**src/rtl/cu_alu_pipe_if.sv**
```systemverilog
// Handshake/decode bundle between the issue stage (master) and the ALU-stage control unit (slave).
interface cu_alu_pipe_if #(
    parameter int unsigned OP_W   = 4,
    parameter int unsigned REG_W  = 2,
    parameter int unsigned CTRL_W = 4
);
    logic              stall;
    logic              flush;
    logic              in_valid;
    logic [OP_W-1:0]   op_code;
    logic [REG_W-1:0]  ra;
    logic [REG_W-1:0]  rb;
    logic              int_req;
    logic              in_ready;
    logic              out_valid;
    logic [CTRL_W-1:0] ALU_CONTROL;
    logic              SE2;
    logic [1:0]        SE3;
    logic              int_busy;
    logic              int_ack;

    modport master (
        output stall, flush, in_valid, op_code, ra, rb, int_req,
        input  in_ready, out_valid, ALU_CONTROL, SE2, SE3, int_busy, int_ack
    );

    modport slave (
        input  stall, flush, in_valid, op_code, ra, rb, int_req,
        output in_ready, out_valid, ALU_CONTROL, SE2, SE3, int_busy, int_ack
    );
endinterface

```
**src/rtl/cu_alu_pipe.sv**
```systemverilog
// Registered ALU-stage control decode with stall/flush and an interrupt-injection FSM
// that inserts INT_CYCLES forced "pass R[ra]" words.
module cu_alu_pipe #(
    parameter int unsigned OP_W       = 4,
    parameter int unsigned REG_W      = 2,
    parameter int unsigned CTRL_W     = 4,
    parameter int unsigned INT_CYCLES = 2
) (
    input logic          clk,
    input logic          rst,
    cu_alu_pipe_if.slave bus
);
    typedef enum logic {StRun, StIntSeq} state_e;

    state_e            state_q, state_d;
    logic [3:0]        cnt_q, cnt_d;
    logic              pend_q, pend_d;
    logic              out_valid_q, out_valid_d;
    logic [CTRL_W-1:0] ctrl_q, ctrl_d;
    logic              se2_q, se2_d;
    logic [1:0]        se3_q, se3_d;
    logic              ack_q, ack_d;

    logic [OP_W-1:0]   op_hi;
    logic [3:0]        dec_ctrl;
    logic              dec_se2;
    logic [1:0]        dec_se3;
    logic [1:0]        sel;
    logic              accept;
    logic              unused_fields;

    assign op_hi         = bus.op_code >> 4;
    assign sel           = bus.ra[1:0];
    assign unused_fields = ^{bus.rb, bus.ra};

    always_comb begin
        dec_ctrl = 4'd0;
        dec_se2  = 1'b0;
        dec_se3  = 2'd0;
        if (op_hi == '0) begin
            case (bus.op_code[3:0])
                4'h1: begin
                    dec_ctrl = 4'd1;
                    dec_se3  = 2'd2;
                end
                4'h2, 4'h3, 4'h4, 4'h5: begin
                    dec_ctrl = bus.op_code[3:0];
                    dec_se2  = 1'b1;
                end
                4'h6: begin
                    dec_ctrl = 4'd6 + {2'b00, sel};
                    dec_se2  = ~sel[1];
                end
                4'h7: begin
                    unique case (sel)
                        2'd0: dec_se3  = 2'd1;
                        2'd1: dec_ctrl = 4'd2;
                        2'd2: dec_se3  = 2'd2;
                        2'd3: ;
                    endcase
                end
                4'h8: begin
                    dec_ctrl = 4'd10 + {2'b00, sel};
                    dec_se2  = 1'b1;
                end
                4'hA: dec_ctrl = 4'd3;
                4'hB: begin
                    if (sel == 2'd1) dec_se3 = 2'd1;
                    else if (sel[1]) dec_ctrl = 4'd2;
                end
                4'hC, 4'hD, 4'hE: dec_se3 = 2'd1;
                default: ;
            endcase
        end
    end

    assign accept = bus.in_valid & ~bus.flush;

    always_comb begin
        state_d     = state_q;
        cnt_d       = cnt_q;
        pend_d      = pend_q | bus.int_req;
        out_valid_d = out_valid_q;
        ctrl_d      = ctrl_q;
        se2_d       = se2_q;
        se3_d       = se3_q;
        ack_d       = ack_q;
        if (!bus.stall) begin
            unique case (state_q)
                StRun: begin
                    out_valid_d = accept;
                    ctrl_d      = accept ? CTRL_W'(dec_ctrl) : '0;
                    se2_d       = accept & dec_se2;
                    se3_d       = accept ? dec_se3 : 2'd0;
                    ack_d       = 1'b0;
                    if (pend_q | bus.int_req) begin
                        state_d = StIntSeq;
                        cnt_d   = 4'(INT_CYCLES - 1);
                        // The request being serviced is consumed; only a second one stays pending.
                        pend_d  = pend_q & bus.int_req;
                    end
                end
                StIntSeq: begin
                    out_valid_d = 1'b1;
                    ctrl_d      = '0;
                    se2_d       = 1'b0;
                    se3_d       = 2'd1;
                    ack_d       = (cnt_q == 4'd0);
                    if (cnt_q == 4'd0) state_d = StRun;
                    else               cnt_d   = cnt_q - 4'd1;
                end
            endcase
        end
    end

    always_ff @(posedge clk or posedge rst) begin
        if (rst) begin
            state_q     <= StRun;
            cnt_q       <= 4'd0;
            pend_q      <= 1'b0;
            out_valid_q <= 1'b0;
            ctrl_q      <= '0;
            se2_q       <= 1'b0;
            se3_q       <= 2'd0;
            ack_q       <= 1'b0;
        end else begin
            state_q     <= state_d;
            cnt_q       <= cnt_d;
            pend_q      <= pend_d;
            out_valid_q <= out_valid_d;
            ctrl_q      <= ctrl_d;
            se2_q       <= se2_d;
            se3_q       <= se3_d;
            ack_q       <= ack_d;
        end
    end

    assign bus.in_ready    = ~bus.stall & (state_q == StRun);
    assign bus.int_busy    = (state_q == StIntSeq);
    assign bus.out_valid   = out_valid_q;
    assign bus.ALU_CONTROL = ctrl_q;
    assign bus.SE2         = se2_q;
    assign bus.SE3         = se3_q;
    assign bus.int_ack     = ack_q;
endmodule

```
**src/flat_wrapper.sv**
```systemverilog
// flat-port wrapper written by rule: the top's interface ports become plain ports
module cu_alu_pipe_flat 
#(
    parameter int unsigned OP_W       = 4,
    parameter int unsigned REG_W      = 2,
    parameter int unsigned CTRL_W     = 4,
    parameter int unsigned INT_CYCLES = 2
)
  (clk, rst, bus_stall, bus_flush, bus_in_valid, bus_op_code, bus_ra, bus_rb, bus_int_req, bus_in_ready, bus_out_valid, bus_ALU_CONTROL, bus_SE2, bus_SE3, bus_int_busy, bus_int_ack);
  cu_alu_pipe_if #(.OP_W(OP_W), .REG_W(REG_W), .CTRL_W(CTRL_W)) bus_i ();
  input logic clk;
  input logic rst;
  input wire logic [$bits(bus_i.stall)-1:0] bus_stall;
  input wire logic [$bits(bus_i.flush)-1:0] bus_flush;
  input wire logic [$bits(bus_i.in_valid)-1:0] bus_in_valid;
  input wire logic [$bits(bus_i.op_code)-1:0] bus_op_code;
  input wire logic [$bits(bus_i.ra)-1:0] bus_ra;
  input wire logic [$bits(bus_i.rb)-1:0] bus_rb;
  input wire logic [$bits(bus_i.int_req)-1:0] bus_int_req;
  output wire logic [$bits(bus_i.in_ready)-1:0] bus_in_ready;
  output wire logic [$bits(bus_i.out_valid)-1:0] bus_out_valid;
  output wire logic [$bits(bus_i.ALU_CONTROL)-1:0] bus_ALU_CONTROL;
  output wire logic [$bits(bus_i.SE2)-1:0] bus_SE2;
  output wire logic [$bits(bus_i.SE3)-1:0] bus_SE3;
  output wire logic [$bits(bus_i.int_busy)-1:0] bus_int_busy;
  output wire logic [$bits(bus_i.int_ack)-1:0] bus_int_ack;
  assign bus_i.stall = bus_stall;
  assign bus_i.flush = bus_flush;
  assign bus_i.in_valid = bus_in_valid;
  assign bus_i.op_code = bus_op_code;
  assign bus_i.ra = bus_ra;
  assign bus_i.rb = bus_rb;
  assign bus_i.int_req = bus_int_req;
  assign bus_in_ready = bus_i.in_ready;
  assign bus_out_valid = bus_i.out_valid;
  assign bus_ALU_CONTROL = bus_i.ALU_CONTROL;
  assign bus_SE2 = bus_i.SE2;
  assign bus_SE3 = bus_i.SE3;
  assign bus_int_busy = bus_i.int_busy;
  assign bus_int_ack = bus_i.int_ack;
  cu_alu_pipe #(.OP_W(OP_W), .REG_W(REG_W), .CTRL_W(CTRL_W), .INT_CYCLES(INT_CYCLES)) u_core (.clk(clk), .rst(rst), .bus(bus_i));
endmodule
```
**config.mk**
```make
export PLATFORM = sky130hd
export DESIGN_NAME = cu_alu_pipe_flat
export DESIGN_NICKNAME = d
export VERILOG_FILES = /design/src/rtl/cu_alu_pipe_if.sv /design/src/rtl/cu_alu_pipe.sv /design/src/flat_wrapper.sv
export SDC_FILE = /design/constraint.sdc
export NUM_CORES = 1
export LEC_CHECK = 0
export ABC_CLOCK_PERIOD_IN_PS = 1800
export BUFFER_PORTS_ARGS = -buffer_cell sky130_fd_sc_hd__buf_2
export CORE_MARGIN = 3
export CORE_UTILIZATION = 45
export DETAILED_ROUTE_END_ITERATION = 7
export PLACE_DENSITY = 0.73
export SLEW_MARGIN = 20
export SYNTH_ARGS = -nofsm -noshare
export SYNTH_HDL_FRONTEND = slang
export SYNTH_SLANG_ARGS = --single-unit
```
**constraint.sdc**
```tcl
create_clock -name clk -period 1.8 [get_ports clk]
set_clock_uncertainty 0.15 [all_clocks]
set_input_delay 0.18 -clock clk [delete_from_list [all_inputs] [get_ports clk]]
set_output_delay 0.18 -clock clk [all_outputs]
set_load 0.05 [all_outputs]
```
==> results of run 1 <==
[final cells by class]
| class | count | area share (%) |
|---|---|---|
| tap | 25 | 2.870 |
| clock inverter | 1 | 0.4592 |
| inverter | 6 | 2.067 |
| timing repair buffer | 27 | 14.01 |
| multi-input combinational | 82 | 44.09 |
| clock buffer | 3 | 2.067 |
| sequential | 15 | 34.44 |
[registers in the layout, summed over array words and instances (netlist names)]
name	count
u_core.bus.ALU_CONTROL	4
u_core.bus.SE2	1
u_core.bus.SE3	2
u_core.bus.int_ack	1
u_core.bus.int_busy	1
u_core.bus.out_valid	1
u_core.cnt_q	4
u_core.pend_q	1
[worst min-delay path, stage by stage]
cell and delay, ps:
buf_2 90, nand2b_1 110, a21oi_1 80
[cell families after synthesis]
family,count (synthesis),synth area share [%]
xor+xnor,1,0.9604
compound gates,36,23.32
simple gates,44,26.75
flops,15,41.15
fa+ha+maj,1,1.372
buf+inv,13,6.446
[cells in the final DEF, fill, tap and decap left out, drive strengths merged]
| cell type | count |
|---|---|
| buf | 25 |
| dfrtp | 15 |
| o21ai | 14 |
| nand2 | 12 |
| a21oi | 10 |
| nor3 | 6 |
| inv | 6 |
| nor2 | 5 |
| nor2b | 4 |
| nor3b | 3 |
| nand2b | 3 |
| clkbuf | 3 |
| a31oi | 2 |
| o31ai | 2 |
| o22a | 2 |
| a21boi | 2 |
| nand4b | 2 |
| dlygate4sd3 | 2 |
| nor4 | 1 |
| nand3 | 1 |
| or2 | 1 |
| nor4b | 1 |
| o21a | 1 |
| nand3b | 1 |
| or3b | 1 |
| or3 | 1 |
| or4 | 1 |
| and4b | 1 |
| o32a | 1 |
| xnor2 | 1 |
| o22ai | 1 |
| a22o | 1 |
| ha | 1 |
| clkinv | 1 |
[worst paths after layout]
| path | depth (start not counted) | to |
|---|---|---|
| setup / recovery | 6 | u_core.cnt_q[3] |
| hold / removal | 3 | u_core.bus.out_valid |
| setup reg to reg | 6 | u_core.cnt_q[3] |
| hold reg to reg | 2 | u_core.bus.int_ack |
| max in group asynchronous | 3 | u_core.bus.ALU_CONTROL[2] |
| min in group asynchronous | 3 | u_core.cnt_q[2] |
[cell usage after synthesis]
cell | n | area (um^2)
dfrtp_1 | 15 | 375.4
o21ai_0 | 13 | 65.06
nand2_1 | 12 | 45.04
a21oi_1 | 10 | 50.05
inv_1 | 6 | 22.52
nor3_1 | 6 | 30.03
nor2_1 | 5 | 18.77
clkbuf_1 | 4 | 15.01
nor2b_1 | 4 | 25.02
nand2b_1 | 3 | 18.77
nor3b_1 | 3 | 22.52
a21boi_0 | 2 | 15.01
a31oi_1 | 2 | 12.51
buf_2 | 2 | 10.01
nand4b_1 | 2 | 17.52
o22a_1 | 2 | 17.52
o31ai_1 | 2 | 15.01
a22o_1 | 1 | 8.760
and4b_1 | 1 | 10.01
buf_6 | 1 | 11.26
ha_1 | 1 | 12.51
nand3_1 | 1 | 5.000
nand3b_1 | 1 | 7.510
nor4_1 | 1 | 6.260
nor4b_1 | 1 | 8.760
o21a_1 | 1 | 7.510
o21ai_1 | 1 | 5.000
o22ai_1 | 1 | 6.260
o32a_1 | 1 | 10.01
or2_2 | 1 | 6.260
or3_1 | 1 | 6.260
or3b_2 | 1 | 8.760
or4_1 | 1 | 7.510
xnor2_1 | 1 | 8.760
[metrics by stage]
stage	setup slack, ps	power [uW]
2_1_floorplan	122.0	636.8
3_3_place_gp	167.1	695.5
3_5_place_dp	121.1	708.4
4_1_cts	95.03	900.7
5_1_grt	16.72	957.1
6_report	103.1	892.2
[power by group]
part	internal [uW]	switching, uW	total, uW
Sequential	388	43.7	432
Combinational	112	158	270
Clock	82.2	108	190
[repair_timing]
action / 4_1_cts / 5_1_grt
endpoints found under the hold margin: 16 / 0
hold buffers: 2 / 0
setup endpoints to repair: 0 / 0
[routing by layer]
metal	vias to the layer above	GRT usage (%)	share of wire, %
li1	442	-	-
met1	387	21.21	49
met2	18	26.82	47
met3	2	2.915	3.6
met4	0	5.381	0.79
met5	-	0	0
==> metrics.md, run 1 <==
| Metric | Value |
|---|---|
| Worst Hold Class | primary input to flop |
| Via count | 849 |
| H-tree levels | 1 |
| Placed cell count | 153 |
| Sequential element share of the synthesized area | 41.15% |
| Average routed wire per standard cell | 12.00 um |
| Largest stage delay on the critical path | 450 ps |
| #FFs+latches synth | 15 |
| TritonRoute pass-1 iters | 4 |
| Worst skew pair latency | 280 ps |
| Max-slew violation count | 0 |
| Post-route core utilization | 59.86% |
| Remaining antenna violation count | 0 |
| Max-Cap Viols | 0 |
| Root Buffer | clkbuf_4 |
| Area of the multi-input gates | 480.5 um^2 |
| Post-Synthesis Cells | 110 |
| Worst-margin pin slew | 575.3 ps |
| # diodes | 0 |
| Drt drc | 0 |
| Max_slew headroom | 61.61% |
| Fin Hold WS | 65.86 ps |
| Crit path cell chain | inv_1, ha_1, nor3b_1, or4_1, a21boi_0, o21ai_1 |
| Critical Path Fanout Max | 4 |
| Initial Utilization | 50.10% |
| Fmax achieved | 589.3 MHz |
| LEAKAGE | 0.0004740 uW |
| Flop2flop setup slack | 100 ps |
| Vias in the first global route | 740 |
| Critical Path End Type | flop |
| Layout cell share with drive strength beyond 1 | 23.88% |
| Ports | 25 |
| Initial antenna violation count | 0 |
| Largest net degree at the start of global routing | 21 |
| Sequential cell area | 375.4 um^2 |
| P&R area growth vs syn | 19.48% |
| Bufs on Longest Clock Path | 2 |
| Final setup TNS | 0 ps |
| Status | finished, final reports clean |
| Die H | 51.02 um |
| CTS tree | done |
| Total routed wirelength | 1908 um |
| First-pass GRT wire length | 3284 um |
| Start point of the critical path | u_core.cnt_q[0] |
| Clk sinks | 15 |
| Library cells used by synthesis | 34 |
| Crit Path Class | flop to flop |
| Crit-path slowest cell | or4_1 |
| Startpoint types | flop |
| FILL cells | 191 |
| 1st-iter DRT viols | 11 |
| Arr. time, crit path | 1760 ps |
| Synthesized area | 912.1 um^2 |
| Die Wd | 51.02 um |
| GRT Util Overall | 16.22% |
| DR vias/cell | 5.340 |
| Gp weighted congestion | 0.7593 |
| Fin. Hold Viols | 0 |
| Clock-pin slew on the worst setup and hold paths | 90 ps |
| Setup Fix Bufs, Post-CTS | 0 |
| CP top delay family | simple AND/OR/NAND/NOR gates |
| GRT Residual Overflow | 0 |
| Ys Warns | 0 |
| Layout Cells excl Fill | 159 |
| RSZ-0062 raised after global routing | false |
| Peak supply drop | 0.0003432 V |
| Synthesized Nets | 125 |
| Design area | 1090 um^2 |
| DP HPWL | 1438 um |
| Total CTS buffers | 3 |
| Core region area | 1821 um^2 |
| Period minus WS final | 1697 ps |
| NumNets Final | 150 |
| Area post-placement | 1042 um^2 |
| Post-CTS Resized | 0 |
| Avg Inst Size Synth | 8.292 um^2 |
| Buf+Inv Stages, Crit Path | 1 |
| Site row count | 15 |
| Pwr per Cell Area | 818.7 nW/um^2 |
| Worst endpoint required time | 1860 ps |
| Worst hold start | bus_in_valid |
| Final setup viols | 0 |
| Reg2Reg Launch Point | u_core.cnt_q[0] |
| Final Cycle Share | 94.27% |
| Port bufs | 22 |
| Die ar. | 2603 um^2 |
(Power assumes the default switching activity.)
==> run 2, diff against run 1 <==
--- a/constraint.sdc
+++ b/constraint.sdc
@@ -3,3 +3,3 @@
 set_input_delay 0.18 -clock clk [delete_from_list [all_inputs] [get_ports clk]]
 set_output_delay 0.18 -clock clk [all_outputs]
-set_load 0.05 [all_outputs]
+set_load 0.1 [all_outputs]
==> run 2 against run 1 <==
  * Wire length up 4.7%
  * Fmax down 1.9%
  * Final cell count up 1.9%
  * Largest power group unchanged
  * Register-to-register slack worse by 30 ps
  * Combinational power up 43%
  * Die area unchanged
  * Critical endpoint unchanged
  * Flip-flop and latch count unchanged
  * Largest cell class unchanged
  * Worst hold slack worse by 51 ps
  * Highest routed layer unchanged
  * Via count up 4.2%
  * Global-route usage up 0.79 points
  * Worst setup slack worse by 32 ps
  * Power up 13%
==> metrics.md, run 2 (same netlist as run 1, synthesis figures left out) <==
| Metric | Value |
|---|---|
| Status | finished, final reports clean |
| Worst-margin pin slew | 573.6 ps (-1.651 ps) |
| Total CTS buffers | 3 (unchanged) |
| Crit path cell chain | or3_1, or4_1, a21boi_1, o21ai_1 |
| Placed cell count | 152 (-0.65%) |
| DR vias/cell | 5.463 (+2.3%) |
| Layout cell share with drive strength beyond 1 | 27.01% (+3.1 points) |
| Startpoint types | flop |
| Worst setup margin | 71.12 ps (-32.00 ps) |
| Max_slew headroom | 61.72% (+0.11 points) |
| Critical Path End Type | flop |
| Die H | 51.02 um (unchanged) |
| Die ar. | 2603 um^2 (unchanged) |
| Max-Cap Viols | 0 (unchanged) |
| Vias in the first global route | 801 (+8.2%) |
| Crit-path slowest cell | or4_1 |
| First-pass GRT wire length | 3498 um (+6.5%) |
| Root Buffer | clkbuf_4 |
| Fin Hold WS | 15.08 ps (-50.78 ps) |
| Gp weighted congestion | 0.7452 (-1.9%) |
| LEAKAGE | 0.0004860 uW (+2.5%) |
| Remaining antenna violation count | 0 (unchanged) |
| Worst Hold Class | primary input to flop |
| Drt drc | 0 (unchanged) |
| Clk sinks | 15 (unchanged) |
| GRT Util Overall | 17.02% (+0.79 points) |
| Clock-pin slew on the worst setup and hold paths | 90 ps (about the same) |
| Peak supply drop | 0.0003416 V (-0.47%) |
| Initial antenna violation count | 0 (unchanged) |
| Arr. time, crit path | 1780 ps (+20 ps) |
| Total routed wirelength | 1997 um (+4.7%) |
| Ports | 25 (unchanged) |
| Layout Cells excl Fill | 162 (+1.9%) |
| Site row count | 15 (unchanged) |
| Final setup TNS | 0 ps (unchanged) |
| Port bufs | 22 (unchanged) |
| Max-slew violation count | 0 (unchanged) |
| # diodes | 0 (unchanged) |
| H-tree levels | 1 (unchanged) |
| GRT Residual Overflow | 0 (unchanged) |
| CTS tree | done |
| Bufs on Longest Clock Path | 2 (unchanged) |
| Final setup viols | 0 (unchanged) |
| Fmax achieved | 578.4 MHz (-1.9%) |
| Largest net degree at the start of global routing | 25 (+19%) |
| Average routed wire per standard cell | 12.33 um (+2.7%) |
| Worst skew pair latency | 270 ps (about the same) |
| Initial Utilization | 50.10% (unchanged) |
| P&R area growth vs syn | 22.50% |
| Final Cycle Share | 96.05% (+1.8 points) |
| Period minus WS final | 1729 ps (+32.00 ps) |
| RSZ-0062 raised after global routing | true |
| Most common cell after layout, fill and taps aside | buf_2 |
| Post-route core utilization | 61.37% (+1.5 points) |
| 1st-iter DRT viols | 19 (+8) |
| Most frequent cells in the layout | buf_2, dfrtp_1, o21ai_0 |
| Die Wd | 51.02 um (unchanged) |
| NumNets Final | 153 (+2.0%) |
| Fin. Hold Viols | 0 (unchanged) |
| Critical Path Fanout Max | 2 (-2) |
| Via count | 885 (+4.2%) |
| Pwr per Cell Area | 899.6 nW/um^2 (+9.9%) |
| Core region area | 1821 um^2 (unchanged) |
| Worst slack at placement | 95.31 ps (-25.79 ps) |
| Worst endpoint required time | 1850 ps (about the same) |
| Crit Path Class | flop to flop |
| DP HPWL | 1462 um (+1.7%) |
| Largest stage delay on the critical path | 460 ps (about the same) |
| TritonRoute pass-1 iters | 4 (unchanged) |
[run 2: per-stage QoR]
step / total power, uW / instance area (um^2)
after floorplan: 675.8 / 924.6
after global placement: 730.8 / 1044
after detailed placement: 747.0 / 1044
after CTS: 930.4 / 1080
after global routing: 1079 / 1117
final: 1005 / 1117
[run 2: final cells by class]
class | instances | area, um^2
Multi-Input combinational cell | 82 | 485.5
Tap cell | 25 | 31.28
Timing Repair Buffer | 30 | 172.7
Sequential cell | 15 | 379.1
Fill cell | 173 | 703.2
Inverter | 6 | 22.52
Clock buffer | 4 | 26.28
[run 2: final timing paths]
kind	slack [ps]	startpoint	depth (start not counted)	endpoint
worst max-delay path	70	u_core.cnt_q[0]	4	u_core.cnt_q[3]
worst min-delay path	20	bus_int_req	3	u_core.pend_q
worst max register to register	70	u_core.cnt_q[0]	4	u_core.cnt_q[3]
worst min register to register	330	u_core.bus.SE3[1]	2	u_core.bus.SE3[1]
max in group asynchronous	720	rst	3	u_core.bus.int_busy
min in group asynchronous	350	rst	3	u_core.bus.int_ack
[run 2: metal layers]
| layer | track usage [%] | wire, um | vias to the layer above |
|---|---|---|---|
| li1 | - | - | 447 |
| met1 | 23.36 | 924 | 422 |
| met2 | 26.82 | 1007 | 14 |
| met3 | 1.749 | 42 | 2 |
| met4 | 7.623 | 22 | 0 |
| met5 | 0 | 0 | - |
[run 2: power by group]
group | leakage [uW] | internal [uW] | switching, uW
sequential | 0.000177 | 390 | 42.4
combinational | 0.000294 | 169 | 218
clock | 0.0000150 | 85.6 | 100
[run 2: repair_timing]
action                                  in CTS  in global routing
setup buffers                                0                  5
resized for setup                            0                  2
hold buffers                                 1                  0
hold endpoints to repair                    15                  0
endpoints found under the setup margin       0                  1
[run 2: worst max-delay path, delay by kind of cell (launching register included)]
| family | cells | cell delay (ps) |
|---|---|---|
| and+or+nand+nor | 2 | 840 |
| DFF | 1 | 390 |
| AOI/OAI and AO/OA | 2 | 280 |
==> run 3, diff against run 2 <==
BUFFER_PORTS_ARGS = -buffer_cell sky130_fd_sc_hd__buf_4   (was -buffer_cell sky130_fd_sc_hd__buf_2)
CAP_MARGIN = 25   (was unset)
GPL_ROUTABILITY_DRIVEN = 0   (was unset)
==> run 3 against run 2 <==
  * Utilization rose by 2.1 points
  * Clock power rose by 4%
  * First-iteration DRC count rose by 32%
==> metrics.md, run 3 (same netlist as run 1, synthesis figures left out) <==
| Metric | Value |
|---|---|
| Vias in the first global route | 814 (+1.6%) |
| Remaining antenna violation count | 0 (unchanged) |
| 1st-iter DRT viols | 25 (+6) |
| Bufs on Longest Clock Path | 2 (unchanged) |
| GRT Util Overall | 17.83% (+0.82 points) |
| Port bufs | 22 (unchanged) |
| TritonRoute pass-1 iters | 4 (unchanged) |
| P&R area growth vs syn | 26.61% |
| Crit path cell chain | inv_1, ha_2, nor3b_1, or4_1, a21boi_0, o21ai_1 |
| Most common cell after layout, fill and taps aside | buf_4 |
| Design area | 1155 um^2 (+3.4%) |
| Final Cycle Share | 95.11% (-0.94 points) |
| LEAKAGE | 0.0004850 uW (-0.20%) |
| Die H | 51.02 um (unchanged) |
| Critical Path Fanout Max | 4 (+2) |
| Average routed wire per standard cell | 12.96 um (+5.1%) |
| Critical Path End Type | flop |
| Crit-path slowest cell | or4_1 |
| Area post-placement | 1099 um^2 (+5.3%) |
| Die Wd | 51.02 um (unchanged) |
| Initial Utilization | 50.10% (unchanged) |
| CP endpoint | u_core.cnt_q[3] |
| Site row count | 15 (unchanged) |
| Total routed wirelength | 2060 um (+3.2%) |
| Most frequent cells in the layout | buf_4, dfrtp_1, o21ai_0 |
| Pwr per Cell Area | 843.7 nW/um^2 (-6.2%) |
| Total power | 974.4 uW (-3.1%) |
| Via count | 881 (-0.45%) |
| Max_slew headroom | 60.95% (-0.77 points) |
| R2R depth | 6 (+2) |
| Drt drc | 0 (unchanged) |
| Area of the multi-input gates | 488.0 um^2 (+0.52%) |
| # diodes | 0 (unchanged) |
| Critical R2R Capture | u_core.cnt_q[3] |
| DP HPWL | 1505 um (+3.0%) |
| Reg2Reg Launch Point | u_core.cnt_q[1] |
| First-pass GRT wire length | 3553 um (+1.6%) |
| Start point of the critical path | u_core.cnt_q[1] |
| Period minus WS final | 1712 ps (-16.94 ps) |
| Final setup viols | 0 (unchanged) |
| Largest net degree at the start of global routing | 25 (unchanged) |
| CTS tree | done |
| Worst skew pair latency | 280 ps (about the same) |
| NumNets Final | 150 (-2.0%) |
| Initial antenna violation count | 0 (unchanged) |
| Sequential cell area | 379.1 um^2 (unchanged) |
| Worst endpoint required time | 1860 ps (about the same) |
| DR vias/cell | 5.541 (+1.4%) |
| Max-slew violation count | 0 (unchanged) |
| Max-Cap Viols | 0 (unchanged) |
| Die ar. | 2603 um^2 (unchanged) |
| Worst Hold Class | primary input to flop |
| Status | finished, final reports clean |
| Crit Path Class | flop to flop |
| Ports | 25 (unchanged) |
| Clk sinks | 15 (unchanged) |
| Peak supply drop | 0.0004021 V (+18%) |
| Worst-margin pin slew | 585.1 ps (+11.52 ps) |
| Largest stage delay on the critical path | 450 ps (about the same) |
| Clock-pin slew on the worst setup and hold paths | 90 ps (about the same) |
| Arr. time, crit path | 1770 ps (about the same) |
| Layout cell share with drive strength beyond 1 | 24.63% (-2.4 points) |
| GRT Residual Overflow | 0 (unchanged) |
| Total CTS buffers | 3 (unchanged) |
| Final setup TNS | 0 ps (unchanged) |
| Root Buffer | clkbuf_4 |
| Core region area | 1821 um^2 (unchanged) |
| FILL cells | 176 (+1.7%) |
| Fin. Hold Viols | 0 (unchanged) |
| Fmax achieved | 584.1 MHz (+0.99%) |
| Worst hold start | bus_op_code[0] |
| Flop2flop setup slack | 90 ps (+20 ps) |
| Startpoint types | flop |
| H-tree levels | 1 (unchanged) |
[run 3: changes by cell type in the layout (fill, tap and decap cells not counted)]
cell	previous run	this run
a21boi_0	1	2
inv_2	1	0
ha_1	1	0
buf_2	22	0
dlygate4sd3_1	1	2
buf_4	7	25
ha_2	0	1
a21boi_1	1	0
inv_1	5	6
[run 3: area by class of cell]
class	instances	share of cell area, %
clock buffer	4	2.275
inverter	6	1.950
multi-input combinational	82	42.25
sequential	15	32.83
tap	25	2.709
timing repair buffer	27	17.98
[run 3: worst max-delay path, delay by kind of cell (launching register included)]
kind / cells / cell delay, ps
buf+inv: 1 / 60
fa+ha+maj: 1 / 170
simple gates: 2 / 590
compound gates: 2 / 290
flops: 1 / 390
[run 3: worst min-delay path by stage]
stage	to	cells past startpoint
floorplan	u_core.bus.ALU_CONTROL[0]	1
global placement	u_core.bus.int_ack	2
detailed placement	u_core.bus.ALU_CONTROL[0]	2
CTS	u_core.bus.ALU_CONTROL[3]	2
global route	u_core.bus.ALU_CONTROL[3]	2
finish	u_core.bus.ALU_CONTROL[3]	2
[run 3: stage by stage]
stage	utilization [%]	cells	worst slack (ps)	hold WS [ps]
after floorplan	-	110	28.81	-68.50
after global placement	60.34	152	153.9	117.2
after detailed placement	60.34	152	84.53	130.0
after CTS	62.89	158	76.13	3.528
after global routing	63.44	159	-3.269	13.93
final	63.44	159	88.06	12.89
[run 3: layer usage]
layer  up-vias  global-route usage (%)  wire, um
met5         -                       0         0
li1        437                       -         -
met2        14                   30.47      1037
met3         2                   1.749        54
met1       428                   22.00       951
met4         0                   9.417        17
[run 3: power by group]
group	switching (uW)	leakage (uW)	internal (uW)	total, uW
clock	107	0.0000150	86.0	193
sequential	46.9	0.000177	390	437
combinational	206	0.000293	139	345
[run 3: what timing repair did]
action | CTS | global route
setup buffers | 0 | 1
hold endpoints to repair | 16 | 0
hold buffers | 2 | 0
resized for setup | 0 | 1
setup endpoints to repair | 0 | 1
